$ cat src/rtl/tpu_ctrl_pkg.sv
// Shared control-path types for the systolic array sequencers.
// Holds the feed FSM state encoding and drain-length helpers.
package tpu_ctrl_pkg;

    typedef enum logic [1:0] {
        IDLE  = 2'd0,
        FEED  = 2'd1,
        DRAIN = 2'd2,
        DONE  = 2'd3
    } feed_state_e;

    // Cycles for the last operand to ripple out of an dim x dim array.
    function automatic int drain_len(input int dim);
        return 2 * dim - 1;
    endfunction

    function automatic int drain_cnt_w(input int dim);
        return $clog2(2 * dim) + 1;
    endfunction

endpackage

$ cat src/rtl/systolic_feed_ctrl_if.sv
// Command/feed bundle between the pass sequencer, command logic and PE array.
// The controller takes the slave view; the command side takes the master view.
interface systolic_feed_ctrl_if #(
    parameter int ARRAY_DIM = 4,
    parameter int KW        = 8
);
    logic                 start;
    logic [KW-1:0]        k_len;
    logic                 busy;
    logic                 done;
    logic                 acc_clr;
    logic [KW-1:0]        rd_addr;
    logic [ARRAY_DIM-1:0] row_en;

    modport master (
        output start,
        output k_len,
        input  busy,
        input  done,
        input  acc_clr,
        input  rd_addr,
        input  row_en
    );

    modport slave (
        input  start,
        input  k_len,
        output busy,
        output done,
        output acc_clr,
        output rd_addr,
        output row_en
    );

endinterface

$ cat src/rtl/skew_shift.sv
// Triangular skew line: tap s is the input delayed by s+1 cycles.
// Used to stagger per-row feed enables behind row 0.
module skew_shift #(
    parameter int STAGES = 3
) (
    input  logic              clk,
    input  logic              i_clr,
    input  logic              i_din,
    output logic [STAGES-1:0] o_taps
);

    logic [STAGES-1:0] r_taps;

    always_ff @(posedge clk) begin
        if (i_clr) begin
            r_taps <= '0;
        end else begin
            r_taps[0] <= i_din;
            for (int s = 1; s < STAGES; s++) begin
                r_taps[s] <= r_taps[s-1];
            end
        end
    end

    assign o_taps = r_taps;

endmodule

$ cat src/rtl/systolic_feed_ctrl.sv
// Sequences one matrix-multiply pass: K operand reads with skewed row enables,
// array drain, accumulator clear at pass start and a done pulse.
//
//   state | meaning
//   IDLE  | waiting for start; k_len latched on acceptance
//   FEED  | k_reg cycles of reads, rd_addr 0..k_reg-1, row 0 enabled
//   DRAIN | 2*ARRAY_DIM-1 cycles letting the skew line and array empty
//   DONE  | single cycle, done pulse, back to IDLE
module systolic_feed_ctrl
    import tpu_ctrl_pkg::*;
#(
    parameter int ARRAY_DIM = 4,
    parameter int KW        = 8
) (
    input  logic                 clk,
    input  logic                 rst,
    systolic_feed_ctrl_if.slave  bus
);

    localparam int DCW = drain_cnt_w(ARRAY_DIM);
    localparam logic [DCW-1:0] DRAIN_LOAD = DCW'(drain_len(ARRAY_DIM) - 1);

    feed_state_e           r_state;
    feed_state_e           w_state_nxt;
    logic [KW-1:0]         r_k_reg;
    logic [KW-1:0]         w_k_nxt;
    logic [KW-1:0]         r_feed_cnt;
    logic [KW-1:0]         w_feed_cnt_nxt;
    logic [DCW-1:0]        r_drain_cnt;
    logic [DCW-1:0]        w_drain_cnt_nxt;
    logic                  w_accept;
    logic                  r_feed_valid;
    logic                  r_busy;
    logic                  r_done;
    logic                  r_acc_clr;
    logic [ARRAY_DIM-1:1]  w_row_tail;

    // Feed counter doubles as rd_addr; it is held at zero outside FEED.
    always_comb begin
        w_state_nxt     = r_state;
        w_k_nxt         = r_k_reg;
        w_feed_cnt_nxt  = '0;
        w_drain_cnt_nxt = r_drain_cnt;
        w_accept        = 1'b0;
        case (r_state)
            IDLE: begin
                if (bus.start) begin
                    w_accept    = 1'b1;
                    w_k_nxt     = bus.k_len;
                    w_state_nxt = (bus.k_len != '0) ? FEED : DONE;
                end
            end
            FEED: begin
                if (r_feed_cnt == (r_k_reg - KW'(1))) begin
                    w_state_nxt     = DRAIN;
                    w_drain_cnt_nxt = DRAIN_LOAD;
                end else begin
                    w_feed_cnt_nxt = r_feed_cnt + KW'(1);
                end
            end
            DRAIN: begin
                if (r_drain_cnt == '0) begin
                    w_state_nxt = DONE;
                end else begin
                    w_drain_cnt_nxt = r_drain_cnt - DCW'(1);
                end
            end
            DONE: begin
                w_state_nxt = IDLE;
            end
            default: begin
                w_state_nxt = IDLE;
            end
        endcase
    end

    // Status outputs are registered from the next state so they line up with it.
    always_ff @(posedge clk) begin
        if (rst) begin
            r_state      <= IDLE;
            r_k_reg      <= '0;
            r_feed_cnt   <= '0;
            r_drain_cnt  <= '0;
            r_feed_valid <= 1'b0;
            r_busy       <= 1'b0;
            r_done       <= 1'b0;
            r_acc_clr    <= 1'b0;
        end else begin
            r_state      <= w_state_nxt;
            r_k_reg      <= w_k_nxt;
            r_feed_cnt   <= w_feed_cnt_nxt;
            r_drain_cnt  <= w_drain_cnt_nxt;
            r_feed_valid <= (w_state_nxt == FEED);
            r_busy       <= (w_state_nxt != IDLE);
            r_done       <= (w_state_nxt == DONE);
            r_acc_clr    <= w_accept;
        end
    end

    skew_shift #(
        .STAGES (ARRAY_DIM - 1)
    ) u_skew (
        .clk    (clk),
        .i_clr  (rst),
        .i_din  (r_feed_valid),
        .o_taps (w_row_tail)
    );

    assign bus.busy    = r_busy;
    assign bus.done    = r_done;
    assign bus.acc_clr = r_acc_clr;
    assign bus.rd_addr = r_feed_cnt;
    assign bus.row_en  = {w_row_tail, r_feed_valid};

endmodule
$ cat src/flat_wrapper.sv
// flat-port wrapper written by rule: the top's interface ports become plain ports
module systolic_feed_ctrl_flat import tpu_ctrl_pkg::*;
#(
    parameter int ARRAY_DIM = 4,
    parameter int KW        = 8
)
  (clk, rst, bus_start, bus_k_len, bus_busy, bus_done, bus_acc_clr, bus_rd_addr, bus_row_en);
  systolic_feed_ctrl_if #(.ARRAY_DIM(ARRAY_DIM), .KW(KW)) bus_i ();
  input  logic clk;
  input  logic rst;
  input wire logic [$bits(bus_i.start)-1:0] bus_start;
  input wire logic [$bits(bus_i.k_len)-1:0] bus_k_len;
  output wire logic [$bits(bus_i.busy)-1:0] bus_busy;
  output wire logic [$bits(bus_i.done)-1:0] bus_done;
  output wire logic [$bits(bus_i.acc_clr)-1:0] bus_acc_clr;
  output wire logic [$bits(bus_i.rd_addr)-1:0] bus_rd_addr;
  output wire logic [$bits(bus_i.row_en)-1:0] bus_row_en;
  assign bus_i.start = bus_start;
  assign bus_i.k_len = bus_k_len;
  assign bus_busy = bus_i.busy;
  assign bus_done = bus_i.done;
  assign bus_acc_clr = bus_i.acc_clr;
  assign bus_rd_addr = bus_i.rd_addr;
  assign bus_row_en = bus_i.row_en;
  systolic_feed_ctrl #(.ARRAY_DIM(ARRAY_DIM), .KW(KW)) u_core (.clk(clk), .rst(rst), .bus(bus_i));
endmodule
$ cat config.mk
export PLATFORM = sky130hd
export DESIGN_NAME = systolic_feed_ctrl_flat
export DESIGN_NICKNAME = d
export VERILOG_FILES = /design/src/rtl/tpu_ctrl_pkg.sv /design/src/rtl/systolic_feed_ctrl_if.sv /design/src/rtl/skew_shift.sv /design/src/rtl/systolic_feed_ctrl.sv /design/src/flat_wrapper.sv
export SDC_FILE = /design/constraint.sdc
export NUM_CORES = 1
export LEC_CHECK = 0
export ABC_AREA = 1
export BUFFER_PORTS_ARGS = -buffer_cell sky130_fd_sc_hd__buf_2
export CORE_MARGIN = 2
export CORE_UTILIZATION = 40
export DETAILED_ROUTE_END_ITERATION = 8
export GPL_TIMING_DRIVEN = 1
export PLACE_DENSITY = 0.58
export SYNTH_ARGS = -nofsm -noshare
export SYNTH_HDL_FRONTEND = slang
export SYNTH_SLANG_ARGS = --single-unit
$ cat constraint.sdc
create_clock -name clk -period 5.2 [get_ports clk]
set_input_delay 0.26 -clock clk [delete_from_list [all_inputs] [get_ports clk]]
set_output_delay 0.26 -clock clk [all_outputs]
set_load 0.005 [all_outputs]
After elaboration in Yosys (flattened, before gate mapping)
Cells that the tools add are included.

word-level totals
  input port bits = 11
  word-level logic and storage cells = 40
  output and inout port bits = 15
  bits in registers = 29

operators by class
  bitwise logic cells = 2
  add/sub/neg operators = 3
  reduce and logical (&&, ||, !) cells = 9
  multiplexer cells = 9
  eq/ne operators = 8

operators with widths
  operator                                                            number
  8-bit by 1-bit adder with 8-bit output, second input constant       1
  8-bit == test                                                       1
  2-bit two-way mux                                                   4
  4-bit two-way mux                                                   2
  2-bit one-hot mux with 4 select lines                               1
  4-bit one-hot mux with 2 select lines                               1
  8-bit nonzero test                                                  1
  8-bit by 1-bit subtractor with 8-bit output, second input constant  1
  2-bit == test, second input constant                                3
  2-bit by 1-bit == test with 1-bit output, second input constant     2
  4-bit zero test                                                     1
  2-bit nonzero test                                                  2
  4-bit by 1-bit subtractor with 4-bit output, second input constant  1
  3-bit AND reduction                                                 1
  3-bit OR reduction                                                  1
  2-bit zero test                                                     1
  2-bit by 1-bit != test with 1-bit output, second input constant     1
  2-bit != test, second input constant                                1
  1-bit inverter                                                      2
  2-bit AND reduction                                                 1
  2-bit OR reduction                                                  1
  1-bit two-way mux                                                   1

Longest topological paths before layout
Gate-level depths: netlist (run 1).

  depth after elaboration = 5
  mapped depth = 17
  mapped depth without buffers = 17

Hierarchy
Synthesis (run 1) repeated with hierarchy kept, for this count alone.

unflattened totals
  cells, all modules = 214
  area total of the unflattened synthesis = 1502.7 um^2

modules (own cells, without submodules)
  module              area an instance (um^2)  cells each  sequential area each (um^2)  instances
  systolic_feed_ctrl  1420.1                   205         520.5                        1
  skew_shift          82.6                     9           60.1                         1

Worst setup path after synthesis (run 1)
No wires, ideal clock.

  path type = register -> register
  start = register u_core.r_k_reg[0]
  end = register u_core.r_busy, in the netlist u_core.bus.busy
  required time = 5.086 ns
  stages on the path, launching flop included = 15
  data arrival time = 1.573 ns
  slack = 3.513 ns
  path buffers = 0
  clock period less this slack = 1.687 ns
  library setup time = 0.114 ns
  path through = dfxtp_1 -> inv_2 -> ha_1 -> xor2_1 -> nand2_1 -> nor2_1 -> nand2_1 -> nor2_2 -> nand2_2 -> nand2_4 -> nand2_1 -> nand2_1 -> nand2_1 -> nand2_2 -> nand2_1

on the way
  cells in the longest elaborated chain, start to end = 5

ends and longest elaborated chain
  what                                         RTL line                  source
  start: declaration                           systolic_feed_ctrl.sv:25  logic [KW-1:0] r_k_reg;
  start signal: assignment                     systolic_feed_ctrl.sv:90  r_k_reg <= w_k_nxt;
  8-bit by 1-bit subtractor with 8-bit output  systolic_feed_ctrl.sv:54  if (r_feed_cnt == (r_k_reg - KW'(1))) begin
  8-bit == test                                systolic_feed_ctrl.sv:54
  2-bit two-way mux                            systolic_feed_ctrl.sv:54
  2-bit one-hot mux with 4 select lines        systolic_feed_ctrl.sv:45  case (r_state)
  2-bit nonzero test                           systolic_feed_ctrl.sv:94  r_busy <= (w_state_nxt != IDLE);
  end signal: assignment                       systolic_feed_ctrl.sv:94
  end: declaration                             systolic_feed_ctrl.sv:33  logic r_busy;

No other way between the ends.
A chain may end at the register's enable or synchronous reset.

Final worst setup path (run 1)
Same ends and word-level chain as after synthesis.

==> results of run 1 <==
## worst min-delay path, delay by kind of cell
kind	cells	cell delay [ns]
buffers and inverters	1	0.09
AND/OR/NAND/NOR	1	0.07
AO/OA/AOI/OAI	1	0.07
## cells in the mapped netlist
cell | n | area share (%)
nand2_1 | 43 | 11
nor2_1 | 31 | 7.7
dfxtp_1 | 29 | 39
inv_1 | 24 | 6.0
nand3_1 | 12 | 4.0
a21oi_1 | 10 | 3.3
o21ai_0 | 9 | 3.0
xor2_1 | 8 | 4.7
ha_1 | 7 | 5.8
nand2_2 | 4 | 1.7
nor2_2 | 4 | 1.7
nor3_1 | 3 | 1.0
xnor2_1 | 3 | 1.8
clkbuf_1 | 2 | 0.50
nand4_1 | 2 | 0.83
nor2_4 | 2 | 1.5
nor4_1 | 2 | 0.83
o211ai_1 | 2 | 1.0
o21ai_1 | 2 | 0.67
buf_2 | 1 | 0.33
buf_4 | 1 | 0.50
clkbuf_2 | 1 | 0.33
inv_2 | 1 | 0.25
nand2_4 | 1 | 0.75
nand3_2 | 1 | 0.67
nand3b_1 | 1 | 0.50
nor3b_2 | 1 | 0.83
or2_2 | 1 | 0.42
## per-layer routing
metal / part of all wire [%] / global-route usage (%)
met1: 46 / 20.2
met2: 48 / 28.6
met3: 3.5 / 4.62
met4: 1.9 / 7.03
met5: 0 / 0
## final cells by class
class                      instances  area, um2  area share (%)
clock buffer                       7       96.3            5.46
sequential                        29        581            32.9
timing repair buffer              25        125            7.10
tap                               48       60.1            3.41
multi-input combinational        149        802            45.5
clock inverter                     1       5.00           0.284
inverter                          25       93.8            5.32
## cell families after synthesis
kind of cell    count (synthesis)  share of synthesized area [%]
simple gates                  108                           33.2
buf+inv                        30                           7.92
flops                          29                           38.7
compound gates                 23                           8.00
xor+xnor                       11                           6.42
fa+ha+maj                       7                           5.83
## how the worst max path moves through the flow
stage	endpoint	cells after the start	slack (ns)
finish	u_core.bus.busy	14	3.34
global route	u_core.r_feed_valid	14	3.12
CTS	u_core.bus.busy	14	3.34
detailed placement	u_core.bus.busy	14	3.36
global placement	u_core.r_feed_valid	14	3.37
floorplan	u_core.bus.busy	14	3.51
## power by group
| group | switching [W] | internal, W | total, W |
|---|---|---|---|
| registers | 0.0000247 | 0.000253 | 0.000278 |
| clock network | 0.0000844 | 0.000119 | 0.000204 |
| logic | 0.000136 | 0.0000881 | 0.000224 |
| total | 0.000245 | 0.000460 | 0.000706 |
## through the flow
| stage | util, % | instances | instance area, um2 | hold slack, ns | total power, W |
|---|---|---|---|---|---|
| final | 48.5 | 284 | 1760 | 0.247 | 0.000706 |
| after global routing | 48.5 | 284 | 1760 | 0.266 | 0.000765 |
| after CTS | 48.5 | 284 | 1760 | 0.240 | 0.000713 |
| after detailed placement | 45.7 | 276 | 1660 | 0.409 | 0.000507 |
| after global placement | 45.7 | 276 | 1660 | 0.408 | 0.000508 |
| after floorplan | - | 208 | 1500 | 0.403 | 0.000458 |
==> run metrics, run 1 <==
GRT Total Usage=~17%; CP max FO=5; worst path cell trace=inv_2 -> ha_1 -> xor2_1 -> nand2_1 -> nor2_1 -> nand2_1 -> nor2_2 -> nand2_2 -> nand2_4 -> nand2_1 -> nand2_1 -> nand2_1 -> nand2_2 -> nand2_1; Final WS setup=3.34 ns; Post-Syn Area=0.00150 mm2; Worst VDD drop=~0.00021 V; crit path kind=flop to flop; pre-CTS setup slack=approximately 3.4 ns; most common cell after layout, fill and taps aside=nand2_1; Pwr Density=around 400 mW/mm2; CP most frequent cell=nand2_1; detailed placement HPWL=about 2400 um; Synth-to-Final Area Change=17.4%; Vias=~1300; fin crit period=1.86 ns; Sink Count=29; global-route wire length before repair=5560 um; DRC=0; Vert. Die Dim=about 65 um; root buf cell=clkbuf_8; syn_area_per_cell=around 7.2 um2; worst r2r dst=u_core.bus.busy; htree depth=2; max-cap violation count=0; FF+latch count, synth=29; layout cells sized above 1=between 20% and 30%; Via density=between 4 and 5; Final Cycle Share=35.7%; Seq/Total Area, Yosys=between 30 and 40%; total CTS buffers=5; critical path data arrival time=between 2 and 2.5 ns; Final Hold Viols=0; Core Region=between 0.003 and 0.004 mm2; Post-Syn Nets=about 230; clock buffer depth=2; Reg2Reg Depth=14; most frequent cells in the layout=nand2_1, nor2_1, dfxtp_1; post-synthesis cell count=around 210; Reg clk slew, reported paths=about 0.060 ns; Starting DRT DRC Count=~120; largest net degree at the start of global routing=16; RD Place Congestion=a little over 0.8; startpoint type of the worst setup path=flop; skew final=slightly above 0.006 ns; final setup fails=0; WP data required=around 5.4 ns; Hold WC Path Type=input port to flop; Leak=around 0.84 nW; reg2reg start=u_core.r_k_reg[0]; Die Wd=about 65 um; Ports=26; slowest cell on the critical path=dfxtp_1; slew margin rel.=70.5%; Reg2Reg Setup Slack=between 3 and 4 ns; TritonCTS clock tree=built; ant diodes=0; initial antenna violation count=0; global route total overflow=0; fin. max-slew vios=0; antenna viol nets, final=0; first drt pass iteration count=4; worst hold stages=3; Initial Utilization=between 40% and 50%; Crit path largest cell delay=about 0.40 ns; DIE AREA=roughly 0.0043 mm2; Top delay family on crit path=simple AND/OR/NAND/NOR gates; Buf/Inv on CP=1; warnings from Yosys=0; Filler Cell Count=400; WL final=between 3000 and 4000 um; post-cts sizing count=0; Layout Nets=around 250; IO buf count=25; setup TNS=0 ns; Clock Latency Late Sink=about 0.28 ns; vias in the first global route=1280; CP Capture Type=flop; Slew @ Worst Pin=~0.44 ns; Hold Path End=u_core.r_k_reg[6]; setup bufs post-CTS=0; RSZ-0062 raised after global routing=no; # hold bufs at CTS=0; crit path from=u_core.r_k_reg[0]; post-synthesis cell type count=28; fmax=between 500 and 600 MHz; outcome=finished, final reports clean; DR WL/cell=10.7 um; Worst Min Path Start=bus_k_len[6]; Row Count=22
Power figures use the tool's default switching activity.
==> run 2, diff against run 1 <==
clock period = 1.71 ns   (was 5.2 ns; I/O delays follow)
==> run metrics, run 2 (same netlist as run 1, synthesis figures left out) <==
Vert. Die Dim=65.3 um (unchanged); most common cell after layout, fill and taps aside=nand2_1 (unchanged); outcome=finished, final reports clean (unchanged); TritonCTS clock tree=built (unchanged); IO buf count=25 (unchanged); fin. max-slew vios=0 (unchanged); Final Cycle Share=98.9% (was 35.7%); setup bufs post-CTS=0 (unchanged); final setup fails=0 (unchanged); startpoint type of the worst setup path=flop (unchanged); Worst Min Path Start=bus_k_len[7] (was bus_k_len[6]); global route total overflow=0 (unchanged); global-route wire length before repair=5280 um (was 5560 um); Pwr Density=1180 mW/mm2 (was 400 mW/mm2); RSZ-0062 raised after global routing=yes (was no); Hold WC Path Type=input port to flop (unchanged); Vias=1339 (was 1313); Starting DRT DRC Count=54 (was 118); Reg clk slew, reported paths=0.06 ns (about the same); Via density=4.54 (was 4.62); antenna viol nets, final=0 (unchanged); fmax=592 MHz (was 539 MHz); Worst VDD drop=0.000500 V (was 0.000214 V); Synth-to-Final Area Change=24.9% (was 17.4%); reg2reg start=u_core.r_k_reg[0] (unchanged); Die Wd=65.3 um (unchanged); Final Instance Area=0.00188 mm2 (was 0.00176 mm2); root buf cell=clkbuf_8 (unchanged); crit path kind=flop to flop (unchanged); GRT Total Usage=16.5% (was 16.9%); most frequent cells in the layout=nand2_1, nor2_1, dfxtp_1 (unchanged); Tot Pwr=0.00221 W (was 0.000706 W); Ports=26 (unchanged); detailed placement HPWL=2420 um (was 2360 um); DR WL/cell=10.3 um (was 10.7 um); Placed Instance Area=0.00174 mm2 (was 0.00166 mm2); vias in the first global route=1251 (was 1280); Core Region=0.00363 mm2 (unchanged); htree depth=2 (unchanged); first drt pass iteration count=4 (unchanged); largest net degree at the start of global routing=14 (was 16); DIE AREA=0.00426 mm2 (unchanged); Final Hold Viols=0 (unchanged); DRC=0 (unchanged); layout cells sized above 1=27.9% (was 20.3%); skew final=0.00441 ns (was 0.00617 ns); slew margin rel.=77.0% (was 70.5%); fin crit period=1.69 ns (was 1.86 ns); total CTS buffers=5 (unchanged); max-cap violation count=0 (unchanged); Row Count=22 (unchanged); CP max FO=4 (was 5); ant diodes=0 (unchanged); Initial Utilization=41.3% (unchanged); Leak=0.890 nW (was 0.836 nW); # hold bufs at CTS=0 (unchanged); crit path from=u_core.r_k_reg[0] (unchanged); WL final=3050 um (was 3040 um); Layout Nets=264 (was 253); Clock Latency Late Sink=0.27 ns (was 0.28 ns); Sink Count=29 (unchanged); CP Capture Type=flop (unchanged); initial antenna violation count=0 (unchanged); clock buffer depth=2 (unchanged); Slew @ Worst Pin=0.344 ns (was 0.441 ns); RD Place Congestion=0.797 (was 0.805); WP data required=1.88 ns (was 5.37 ns); critical path data arrival time=1.86 ns (was 2.03 ns)
## run 2: cell count changes in the layout (fill, tap and decap cells not counted), moves of 2 or more
cell	before	now
buf_4	0	11
nand2_1	43	39
nand2_2	4	8
dfxtp_1	29	27
dfxtp_2	0	2
inv_1	24	22
inv_2	1	3
## run 2: power by group
part	total (W)	internal, W	switching (W)
logic	0.000763	0.000324	0.000439
clock network	0.000611	0.000363	0.000248
registers	0.000841	0.000771	0.0000696
total	0.00221	0.00146	0.000756
## run 2: area by class of cell
cell class,count,area [um2]
clock buffer,7,96.3
inverter,25,93.8
multi-input combinational,149,830
sequential,29,583
fill,379,1760
timing repair buffer,36,208
tap,48,60.1
clock inverter,1,5.00
## run 2: path summary, 6_finish.rpt
check | end | slack [ns] | cells after the start
hold / removal | u_core.r_k_reg[7] | 0.08 | 3
setup / recovery | u_core.bus.busy | 0.02 | 14
hold reg to reg | u_core.u_skew.o_taps[2] | 0.42 | 2
setup reg to reg | u_core.bus.busy | 0.02 | 14
## run 2: worst max-delay path, stage by stage (launching register included)
cell and delay [ns]:
dfxtp_2 0.34, inv_2 0.05, ha_4 0.25, xor2_1 0.13, nand2_1 0.07, nor2_1 0.10
nand2_1 0.07, nor2_2 0.11, nand2_2 0.09, nand2_4 0.08, nand2_2 0.04, nand2_1 0.05
nand2_1 0.06, nand2_2 0.09, nand2_1 0.05
## run 2: metrics by stage
| stage | std cells | hold slack (ns) | setup slack [ns] | utilization [%] | setup TNS, ns |
|---|---|---|---|---|---|
| CTS | 295 | 0.0763 | 0.000493 | 50.8 | 0 |
| finish | 295 | 0.0801 | 0.0195 | 51.6 | 0 |
| global route | 295 | 0.102 | -0.127 | 51.6 | -0.883 |
| global placement | 287 | 0.363 | 0.00226 | 48.0 | 0 |
| detailed placement | 287 | 0.370 | -0.00388 | 48.0 | -0.00388 |
| floorplan | 208 | 0.252 | 0.0228 | - | 0 |
## run 2: routing by layer
metal | routed length [um] | global-route usage, % | share of wire (%) | up-vias
met2 | 1510 | 29.2 | 50 | 21
li1 | - | - | - | 729
met4 | 57 | 7.81 | 1.9 | 0
met5 | 0 | 0 | 0 | -
met1 | 1350 | 17.7 | 44 | 585
met3 | 126 | 5.14 | 4.1 | 4
## run 2: repair_timing
item                                    4_1_cts  5_1_grt
pin swaps                                     1        8
endpoints found under the setup margin        4       17
cloned                                        0        0
gates resized for setup                       1       10
==> run 3, diff against run 2 <==
CORE_MARGIN = 5   (was 2)
SETUP_SLACK_MARGIN = 0.4   (was unset)
==> run metrics, run 3 (same netlist as run 1, synthesis figures left out) <==
outcome=finished, final reports clean (unchanged); slowest cell on the critical path=dfxtp_2 (unchanged); Die Wd=71.3 um (was 65.3 um); slew margin rel.=75.3% (was 77.0%); Reg clk slew, reported paths=0.06 ns (about the same); layout cells sized above 1=32.1% (was 27.9%); Tot Pwr=0.00227 W (was 0.00221 W); Clock Latency Late Sink=0.28 ns (was 0.27 ns); Via density=4.55 (was 4.54); Crit path largest cell delay=0.34 ns (about the same); Initial Utilization=41.0% (was 41.3%); DIE AREA=0.00508 mm2 (was 0.00426 mm2); clock buffer depth=2 (unchanged); Synth-to-Final Area Change=27.5% (was 24.9%); Final Cycle Share=98.8% (was 98.9%); Reg2Reg Depth=14 (unchanged); fmax=592 MHz (about the same); Reg2Reg Setup Slack=0.02 ns (about the same); CP Capture Type=flop (unchanged); final setup fails=0 (unchanged); Global Route met2 Usage=22.9% (was 29.2%); GRT Total Usage=13.0% (was 16.5%); GR Util met1=14.6% (was 17.7%); startpoint type of the worst setup path=flop (unchanged); Core Region=0.00366 mm2 (was 0.00363 mm2); gr busiest metal=met2 (unchanged); Starting DRT DRC Count=71 (was 54); root buf cell=clkbuf_8 (unchanged); DRC=0 (unchanged); RD Place Congestion=0.820 (was 0.797); Row Count=22 (unchanged); Slew @ Worst Pin=0.371 ns (was 0.344 ns); IO buf count=25 (unchanged); Final Hold Viols=0 (unchanged); worst path cell trace=inv_2 -> ha_4 -> xor2_1 -> nand2_1 -> nor2_1 -> nand2_2 -> nor2_4 -> nand2_4 -> nand2_4 -> nand2_2 -> nand2_1 -> nand2_1 -> nand2_2 -> nor2_1 (was inv_2 -> ha_4 -> xor2_1 -> nand2_1 -> nor2_1 -> nand2_1 -> nor2_2 -> nand2_2 -> nand2_4 -> nand2_2 -> nand2_1 -> nand2_1 -> nand2_2 -> nand2_1); crit path kind=flop to flop (unchanged); Worst VDD drop=0.000681 V (was 0.000500 V); fin. max-slew vios=0 (unchanged); placed insts=279 (was 287); Sink Count=29 (unchanged); initial antenna violation count=0 (unchanged); critical path data arrival time=1.86 ns (about the same); Vias=1324 (was 1339); most common cell after layout, fill and taps aside=nand2_1 (unchanged); global route total overflow=0 (unchanged); skew final=0.00543 ns (was 0.00441 ns); max-cap violation count=0 (unchanged); WP data required=1.88 ns (about the same); largest net degree at the start of global routing=16 (was 14); setup TNS=0 ns (unchanged); Filler Cell Count=368 (was 379); most frequent cells in the layout=nand2_1, nor2_1, dfxtp_1 (unchanged); total CTS buffers=5 (unchanged); Hold WC Path Type=input port to flop (unchanged); htree depth=2 (unchanged); antenna viol nets, final=0 (unchanged); Pwr Density=1190 mW/mm2 (was 1180 mW/mm2); global-route wire length before repair=5260 um (was 5280 um); WL final=3170 um (was 3050 um); Layout Nets=260 (was 264); RSZ-0062 raised after global routing=yes (unchanged); Ports=26 (unchanged); Finished Layout Cells=291 (was 295); vias in the first global route=1243 (was 1251); Vert. Die Dim=71.3 um (was 65.3 um); Leak=0.888 nW (was 0.890 nW); # hold bufs at CTS=0 (unchanged); ant diodes=0 (unchanged); TritonCTS clock tree=built (unchanged); worst hold stages=3 (unchanged); met3 GRT Util=3.93% (was 5.14%); DR WL/cell=10.9 um (was 10.3 um); detailed placement HPWL=2450 um (was 2420 um); fin crit period=1.69 ns (about the same); CP max FO=5 (was 4); first drt pass iteration count=4 (unchanged); worst hold margin=0.0799 ns (was 0.0801 ns)
run 3: cell count changes in the layout (fill, tap and decap cells not counted), moves of 2 or more:
| cell | before | now |
|---|---|---|
| a21oi_1 | 10 | 8 |
| a21oi_2 | 0 | 2 |
| buf_4 | 11 | 7 |
| nand2_1 | 39 | 35 |
| nand2_2 | 8 | 10 |
| nand2_4 | 1 | 3 |
| nor2_1 | 31 | 27 |
| nor2_2 | 4 | 6 |
| nor2_4 | 2 | 4 |
run 3: stage by stage:
step	worst slack [ns]	utilization, %	area (um2)
final	0.0197	52.3	1910
after global placement	-0.0194	46.5	1700
after CTS	0.0207	50.2	1840
after floorplan	0.129	-	1520
after detailed placement	-0.00798	46.5	1700
after global routing	-0.0858	52.3	1910
run 3: area by class of cell:
class	instances	area (um2)	area share [%]
Clock buffer	7	96.3	5.03
Multi-Input combinational cell	149	892	46.6
Clock inverter	1	5.00	0.261
Timing Repair Buffer	32	178	9.28
Sequential cell	29	587	30.7
Inverter	25	96.3	5.03
Tap cell	48	60.1	3.14
run 3: path summary, 6_finish.rpt:
path	from	endpoint
hold reg to reg	u_core.u_skew.o_taps[1]	u_core.u_skew.o_taps[2]
setup / recovery	u_core.r_k_reg[1]	u_core.r_feed_valid
setup reg to reg	u_core.r_k_reg[1]	u_core.r_feed_valid
hold / removal	bus_k_len[7]	u_core.r_k_reg[7]
run 3: metal layers:
metal	wire length [um]	part of all wire (%)
met5	0	0
met4	14	0.44
met3	121	3.8
met2	1630	51
met1	1410	44
run 3: power by group:
group / switching, W / internal (W) / total, W / leakage (nW)
sequential: 0.0000706 / 0.000772 / 0.000843 / 0.239
combinational: 0.000475 / 0.000334 / 0.000809 / 0.595
clock: 0.000258 / 0.000363 / 0.000621 / 0.0542
run 3: worst max-delay path, delay by kind of cell, from the launching register on:
family | cells | cell delay, ns
XOR/XNOR | 1 | 0.13
buffers and inverters | 1 | 0.05
flip-flops | 1 | 0.34
AND/OR/NAND/NOR | 11 | 0.81
adder cells (fa/ha/maj) | 1 | 0.26
run 3: what timing repair did:
item                                    4_1_cts  5_1_grt
endpoints found under the setup margin       25       25
gates resized for setup                       2       22
setup buffers                                 3        1
pin swaps                                     1        5
